$ cat src/rtl/ram_arb_pkg.sv
// Shared types and helpers for the single-port RAM arbiter.
package ram_arb_pkg;

    // Transaction sequencer states; each transaction visits all three in order.
    typedef enum logic [1:0] {
        IDLE   = 2'd0,
        ACCESS = 2'd1,
        RESP   = 2'd2
    } arb_state_t;

    // Cycles from accept (IDLE) to the earliest next accept.
    localparam int ACCESS_LATENCY = 3;

    // Index of the set bit in a one-hot vector (0 when the vector is zero).
    function automatic int unsigned onehot_to_idx(input logic [31:0] oh);
        int unsigned idx;
        idx = 0;
        for (int i = 0; i < 32; i++) begin
            if (oh[i]) idx = unsigned'(i);
        end
        return idx;
    endfunction

endpackage

$ cat src/rtl/rr_arbiter.sv
// Rotating-priority arbiter: the search for a requester starts at ptr and
// wraps around. With ptr held at 0 it degenerates to fixed priority where
// index 0 wins.
module rr_arbiter #(
    parameter int N  = 2,
    parameter int IW = (N > 1) ? $clog2(N) : 1
) (
    input  logic [N-1:0]  req,
    input  logic [IW-1:0] ptr,
    output logic [N-1:0]  grant
);

    logic [IW:0] idx;
    logic        found;

    // Walk N slots starting at ptr; the first active request gets the grant.
    always_comb begin
        grant = '0;
        found = 1'b0;
        idx   = '0;
        for (int k = 0; k < N; k++) begin
            idx = {1'b0, ptr} + (IW+1)'(k);
            if (idx >= (IW+1)'(N)) idx = idx - (IW+1)'(N);
            if (!found && req[idx[IW-1:0]]) begin
                grant[idx[IW-1:0]] = 1'b1;
                found              = 1'b1;
            end
        end
    end

endmodule

$ cat src/rtl/ram_arbiter.sv
// Single-port RAM arbiter. Accepts one request at a time from N_REQ
// requesters, drives registered RAM strobes for one ACCESS cycle and returns
// a one-cycle response pulse to the owner.
// Optional feature: define RAM_ARB_ROUND_ROBIN_EN for round-robin arbitration;
// the default build uses fixed priority with index 0 highest.
module ram_arbiter
    import ram_arb_pkg::*;
#(
    parameter int ADDR_WIDTH = 12,
    parameter int DATA_WIDTH = 8,
    parameter int N_REQ      = 2
) (
    input  logic                        clk,
    input  logic                        rst_n,
    input  logic [N_REQ-1:0]            req_valid,
    output logic [N_REQ-1:0]            req_ready,
    input  logic [N_REQ-1:0]            req_we,
    input  logic [N_REQ*ADDR_WIDTH-1:0] req_addr,
    input  logic [N_REQ*DATA_WIDTH-1:0] req_wdata,
    output logic [N_REQ-1:0]            rsp_valid,
    output logic [DATA_WIDTH-1:0]       rsp_rdata,
    output logic                        mem_cs,
    output logic                        mem_we,
    output logic                        mem_oe,
    output logic [ADDR_WIDTH-1:0]       mem_addr,
    output logic [DATA_WIDTH-1:0]       mem_wdata,
    output logic                        mem_drive,
    input  logic [DATA_WIDTH-1:0]       mem_rdata,
    output logic                        busy
);

    localparam int IDX_W = (N_REQ > 1) ? $clog2(N_REQ) : 1;

    logic [N_REQ-1:0][ADDR_WIDTH-1:0] addr_v;
    logic [N_REQ-1:0][DATA_WIDTH-1:0] wdata_v;
    arb_state_t                       state;
    logic [IDX_W-1:0]                 owner;
    logic [IDX_W-1:0]                 win_idx;
    logic [IDX_W-1:0]                 rr_ptr;
    logic [N_REQ-1:0]                 grant;
    logic                             any_req;

    assign addr_v  = req_addr;
    assign wdata_v = req_wdata;
    assign any_req = |req_valid;

    rr_arbiter #(
        .N  (N_REQ),
        .IW (IDX_W)
    ) u_arb (
        .req   (req_valid),
        .ptr   (rr_ptr),
        .grant (grant)
    );

    assign win_idx = IDX_W'(onehot_to_idx(32'(grant)));

    // Accept only in IDLE and never while reset is held, so no handshake can
    // be lost to a flop that is being cleared.
    assign req_ready = (rst_n && state == IDLE) ? grant : '0;
    assign busy      = (state != IDLE);

    // Write data is driven only during a write access; oe is !we under cs, so
    // the RAM and the arbiter never drive the data pin together.
    assign mem_drive = mem_cs & mem_we;

`ifdef RAM_ARB_ROUND_ROBIN_EN
    // Move the search start just past each winner so a waiting port is next.
    always_ff @(posedge clk or negedge rst_n) begin
        if (!rst_n) begin
            rr_ptr <= '0;
        end else if (state == IDLE && any_req) begin
            rr_ptr <= (win_idx == IDX_W'(N_REQ-1)) ? '0 : win_idx + IDX_W'(1);
        end
    end
`else
    assign rr_ptr = '0;
`endif

    // Transaction sequencer: latch the winner's payload into the strobes,
    // hold them for one ACCESS cycle, then pulse the owner's response.
    always_ff @(posedge clk or negedge rst_n) begin
        if (!rst_n) begin
            state     <= IDLE;
            owner     <= '0;
            mem_cs    <= 1'b0;
            mem_we    <= 1'b0;
            mem_oe    <= 1'b0;
            mem_addr  <= '0;
            mem_wdata <= '0;
            rsp_valid <= '0;
            rsp_rdata <= '0;
        end else begin
            case (state)
                IDLE: begin
                    rsp_valid <= '0;
                    if (any_req) begin
                        mem_cs    <= 1'b1;
                        mem_we    <= req_we[win_idx];
                        mem_oe    <= !req_we[win_idx];
                        mem_addr  <= addr_v[win_idx];
                        mem_wdata <= wdata_v[win_idx];
                        owner     <= win_idx;
                        state     <= ACCESS;
                    end
                end
                ACCESS: begin
                    // Read data is valid on the pin by the closing edge;
                    // writes leave the last read value untouched.
                    if (!mem_we) rsp_rdata <= mem_rdata;
                    mem_cs    <= 1'b0;
                    mem_we    <= 1'b0;
                    mem_oe    <= 1'b0;
                    rsp_valid <= N_REQ'(1) << owner;
                    state     <= RESP;
                end
                RESP: begin
                    rsp_valid <= '0;
                    state     <= IDLE;
                end
                default: begin
                    mem_cs    <= 1'b0;
                    mem_we    <= 1'b0;
                    mem_oe    <= 1'b0;
                    rsp_valid <= '0;
                    state     <= IDLE;
                end
            endcase
        end
    end

endmodule

$ cat config.mk
export PLATFORM = sky130hd
export DESIGN_NAME = ram_arbiter
export DESIGN_NICKNAME = d
export VERILOG_FILES = /design/src/rtl/ram_arb_pkg.sv /design/src/rtl/rr_arbiter.sv /design/src/rtl/ram_arbiter.sv
export SDC_FILE = /design/constraint.sdc
export NUM_CORES = 1
export LEC_CHECK = 0
export CAP_MARGIN = 30
export CORE_MARGIN = 2
export CORE_UTILIZATION = 40
export DETAILED_ROUTE_END_ITERATION = 16
export PLACE_DENSITY = 0.86
export SYNTH_ARGS = -nofsm -noshare
export SYNTH_HDL_FRONTEND = slang
export SYNTH_SLANG_ARGS = --single-unit
$ cat constraint.sdc
create_clock -name clk -period 2.1 [get_ports clk]
set_clock_uncertainty 0.05 [all_clocks]
set_input_delay 0.42 -clock clk [delete_from_list [all_inputs] [get_ports clk]]
set_output_delay 0.42 -clock clk [all_outputs]
set_load 0.005 [all_outputs]
==> results of run 1 <==
report_power, final:
group          switching, mW  internal (mW)  total, mW
Clock                  0.230          0.268      0.498
Combinational          0.554           1.30       1.85
Sequential             0.215           1.04       1.26
Total                  0.999           2.61       3.61
metrics by stage:
stage	util	instance area (um2)
2_1_floorplan	-	1790
3_3_place_gp	0.650	2810
3_5_place_dp	0.650	2810
4_1_cts	0.674	2910
5_1_grt	0.676	2920
6_report	0.676	2920
synth_stat cells:
cell type,n
nor3_4,1
o21ba_2,1
or2_2,1
o22ai_1,1
nor2_1,5
a21oi_1,5
nand2_1,1
inv_1,3
and3_1,1
nand2b_1,1
mux2_4,36
a211oi_1,1
dfrtp_1,36
and2_1,2
nor3_1,1
nand3b_1,1
buf_6,4
mux2i_1,1
nand2b_4,1
mux2_2,12
nor2_2,1
sequential cells by signal, summed over array words and instances, names as in the netlist:
register	count
rsp_rdata	8
mem_addr	12
state	2
mem_wdata	8
mem_we	1
mem_oe	1
owner	1
mem_cs	1
rsp_valid	2
worst reg2reg max path, stage by stage, from the launching register on:
cell and delay, ps:
dfrtp_1 410, buf_4 180, nand2b_1 180, nor2_2 350, mux2_2 390
cells in the final DEF, fill, tap and decap left out, types with 2 or more instances in the layout:
master	count
dfrtp_1	36
clkbuf_1	2
inv_1	3
mux2_2	12
and2_1	2
dlymetal6s2s_1	2
buf_12	2
a21oi_1	5
mux2_4	36
buf_4	8
nor2_1	4
clkbuf_8	6
clkdlybuf4s50_1	87
per-layer routing:
layer | GRT usage | vias to the layer above | part of all wire
li1 | - | 617 | -
met1 | 0.208 | 620 | 0.42
met2 | 0.293 | 58 | 0.50
met3 | 0.0684 | 2 | 0.073
met4 | 0.0545 | 0 | 0.0054
met5 | 0 | - | 0
cell families after synthesis:
logic type,Yosys count,share of synthesized area
AO/OA/AOI/OAI,8,0.0272
buffers and inverters,7,0.0314
flip-flops,36,0.502
multiplexers,49,0.382
AND/OR/NAND/NOR,16,0.0572
final timing paths:
path                       startpoint      endpoint  cells past startpoint
min                             rst_n        mem_cs                      2
max                          state[0]  req_ready[0]                      3
max in group asynchronous       rst_n  mem_wdata[1]                      2
max reg2reg                  state[1]  rsp_rdata[3]                      4
min reg2reg                     owner  rsp_valid[0]                      1
min in group clk                owner  rsp_valid[0]                      1
final cells by class:
class | count | area share
flip-flops and latches | 36 | 0.308
inverters | 3 | 0.00385
repair buffers | 101 | 0.346
clock buffers | 8 | 0.0308
well taps | 52 | 0.0223
multi-input cells | 73 | 0.289
timing repair:
item / 4_1_cts / 5_1_grt
hold endpoints to repair: 4 / 0
setup endpoints to repair: 2 / 1
hold buffers: 1 / 0
resized for setup: 1 / 3
buffers inserted: 0 / 0
==> metrics.txt, run 1 <==
# TYPE chip_impl_metric gauge
chip_impl_metric{name="final_weighted_congestion_of_routability_driven_global_placement",unit=""} 0.775
chip_impl_info{name="cp_top_family",value="buffers and inverters"} 1
chip_impl_info{name="worstSetupStartpointType",value="register"} 1
chip_impl_metric{name="diodes",unit=""} 0
chip_impl_metric{name="dp.final_hpwl",unit="mm"} 3.15
chip_impl_metric{name="clk_sink_count",unit=""} 36
chip_impl_metric{name="max_cap_viol_count",unit=""} 0
chip_impl_metric{name="post_route_cells_drive_above_1_share",unit=""} 0.321
chip_impl_info{name="cts_root_buffer",value="clkbuf_8"} 1
chip_impl_metric{name="routed_via_density",unit=""} 4.75
chip_impl_metric{name="final.period_utilization",unit=""} 0.947
chip_impl_metric{name="area.sequential",unit="um2"} 901
chip_impl_metric{name="slew-limit-headroom",unit=""} 0.717
chip_impl_metric{name="dr.first_iter.drc_count",unit=""} 34
chip_impl_metric{name="design.die.area",unit="mm2"} 0.00504
chip_impl_metric{name="chipWidth",unit="um"} 71.0
chip_impl_metric{name="flow.area_growth_from_synthesis",unit="%"} 62.9
chip_impl_info{name="min-delay-path-class",value="input port to async pin"} 1
chip_impl_metric{name="initial_utilization",unit=""} 0.415
chip_impl_metric{name="layoutNonFillerInstCount",unit=""} 273
chip_impl_metric{name="grt_start_max_net_pins",unit=""} 33
chip_impl_metric{name="finalCriticalPeriod",unit="ps"} 1990
chip_impl_info{name="cp-end-kind",value="output port"} 1
chip_impl_metric{name="multiInputGateArea",unit="um2"} 845
chip_impl_metric{name="clock.fmax",unit="GHz"} 0.503
chip_impl_metric{name="timing_hold_violations_final",unit=""} 0
chip_impl_metric{name="nets",unit=""} 274
chip_impl_metric{name="layout_setup_ws",unit="ps"} 112
chip_impl_metric{name="finalPower",unit="mW"} 3.61
chip_impl_metric{name="fp-row-count",unit=""} 24
chip_impl_metric{name="synth-seq-cells",unit=""} 36
chip_impl_metric{name="globalRoute.totalOverflow",unit=""} 0
chip_impl_metric{name="synthesis.instances",unit=""} 116
chip_impl_metric{name="ys.warnings.count",unit=""} 0
chip_impl_metric{name="critPathMaxStageDelay",unit="ps"} 500
chip_impl_metric{name="wire_per_inst",unit="um"} 15.0
chip_impl_metric{name="floorplan.io_pins",unit=""} 91
chip_impl_info{name="grt_setup_unrepaired",value="false"} 1
chip_impl_metric{name="numPortBuffers",unit=""} 90
chip_impl_metric{name="finalSetupTns",unit="ps"} 0
chip_impl_metric{name="power.leakage",unit="nW"} 1.34
chip_impl_metric{name="antenna_violations_before_repair",unit=""} 0
chip_impl_metric{name="bufs_and_invs_on_worst_path",unit=""} 1
chip_impl_metric{name="die_ht",unit="um"} 71.0
chip_impl_metric{name="drt_pass1_iterations",unit=""} 4
chip_impl_metric{name="max-vdd-ir-drop",unit="mV"} 0.564
chip_impl_metric{name="mappedNetlistNets",unit=""} 170
chip_impl_metric{name="fill_cell_instance_count_of_the_final_layout",unit=""} 323
chip_impl_metric{name="report.final.slew_viol_count",unit=""} 0
chip_impl_metric{name="area_of_the_placeable_core",unit="mm2"} 0.00432
chip_impl_info{name="timing.setup.critical_path_class",value="register to output port"} 1
chip_impl_metric{name="drcViolationCount",unit=""} 0
chip_impl_metric{name="power_density",unit="mW/mm2"} 1240
chip_impl_metric{name="timing_worst_slew_pin_value",unit="ps"} 424
chip_impl_metric{name="clk_path_buf_depth",unit=""} 2
chip_impl_metric{name="avgSynthCellArea",unit="um2"} 15.5
chip_impl_metric{name="totalWireLength",unit="mm"} 4.09
chip_impl_info{name="crit_chain",value="nor2_4, and3_1, clkdlybuf4s50_1"} 1
chip_impl_metric{name="cp_max_fo",unit=""} 5
chip_impl_metric{name="remaining_antenna_violation_count_after_routing",unit=""} 0
chip_impl_info{name="synth_area_leaders",value="dfrtp_1 50%, mux2_4 30%, mux2_2 7.5%"} 1
chip_impl_metric{name="post_synth_instance_area",unit="mm2"} 0.00179
chip_impl_metric{name="placed_cells",unit=""} 264
chip_impl_metric{name="clock_slew_at_reported_path_ffs",unit="ps"} 70
chip_impl_metric{name="rrSetupSlack",unit="ps"} 420
chip_impl_metric{name="first_global_vias",unit=""} 1419
chip_impl_metric{name="preCtsSetupSlack",unit="ps"} -3.06
chip_impl_metric{name="vias",unit=""} 1297
chip_impl_metric{name="num_cts_buffers",unit=""} 5
chip_impl_metric{name="finalSetupViolations",unit=""} 0
chip_impl_metric{name="synth_top_area_share",unit=""} 0.502
chip_impl_metric{name="track_usage",unit=""} 0.175
chip_impl_metric{name="cp_data_arrival_time",unit="ps"} 1520
chip_impl_metric{name="timing.critical_path.required",unit="ps"} 1630
chip_impl_metric{name="hold_ws",unit="ps"} 176
chip_impl_metric{name="clock_latency",unit="ps"} 280
chip_impl_info{name="run_status",value="complete, no violations"} 1
chip_impl_info{name="synth_top_area_cell",value="dfrtp_1"} 1
chip_impl_metric{name="first_pass_grt_wire_length",unit="mm"} 6.80
chip_impl_metric{name="netlist-cell-type-count",unit=""} 21
chip_impl_metric{name="ctsHtreeMaxLevel",unit=""} 2
chip_impl_info{name="timing.critical_path.slowest_stage_cell",value="clkdlybuf4s50_1"} 1
chip_impl_info{name="cts_tree",value="built"} 1
chip_impl_metric{name="fraction_of_the_yosys_area_taken_by_sequential_cells",unit=""} 0.502
Power figures use the tool's default switching activity.
==> run 2: changes to the inputs <==
- CTS_CLUSTER_SIZE: default -> 20
==> results of run 2 <==
Final layout, timing and power as in run 1 (identical DEF).
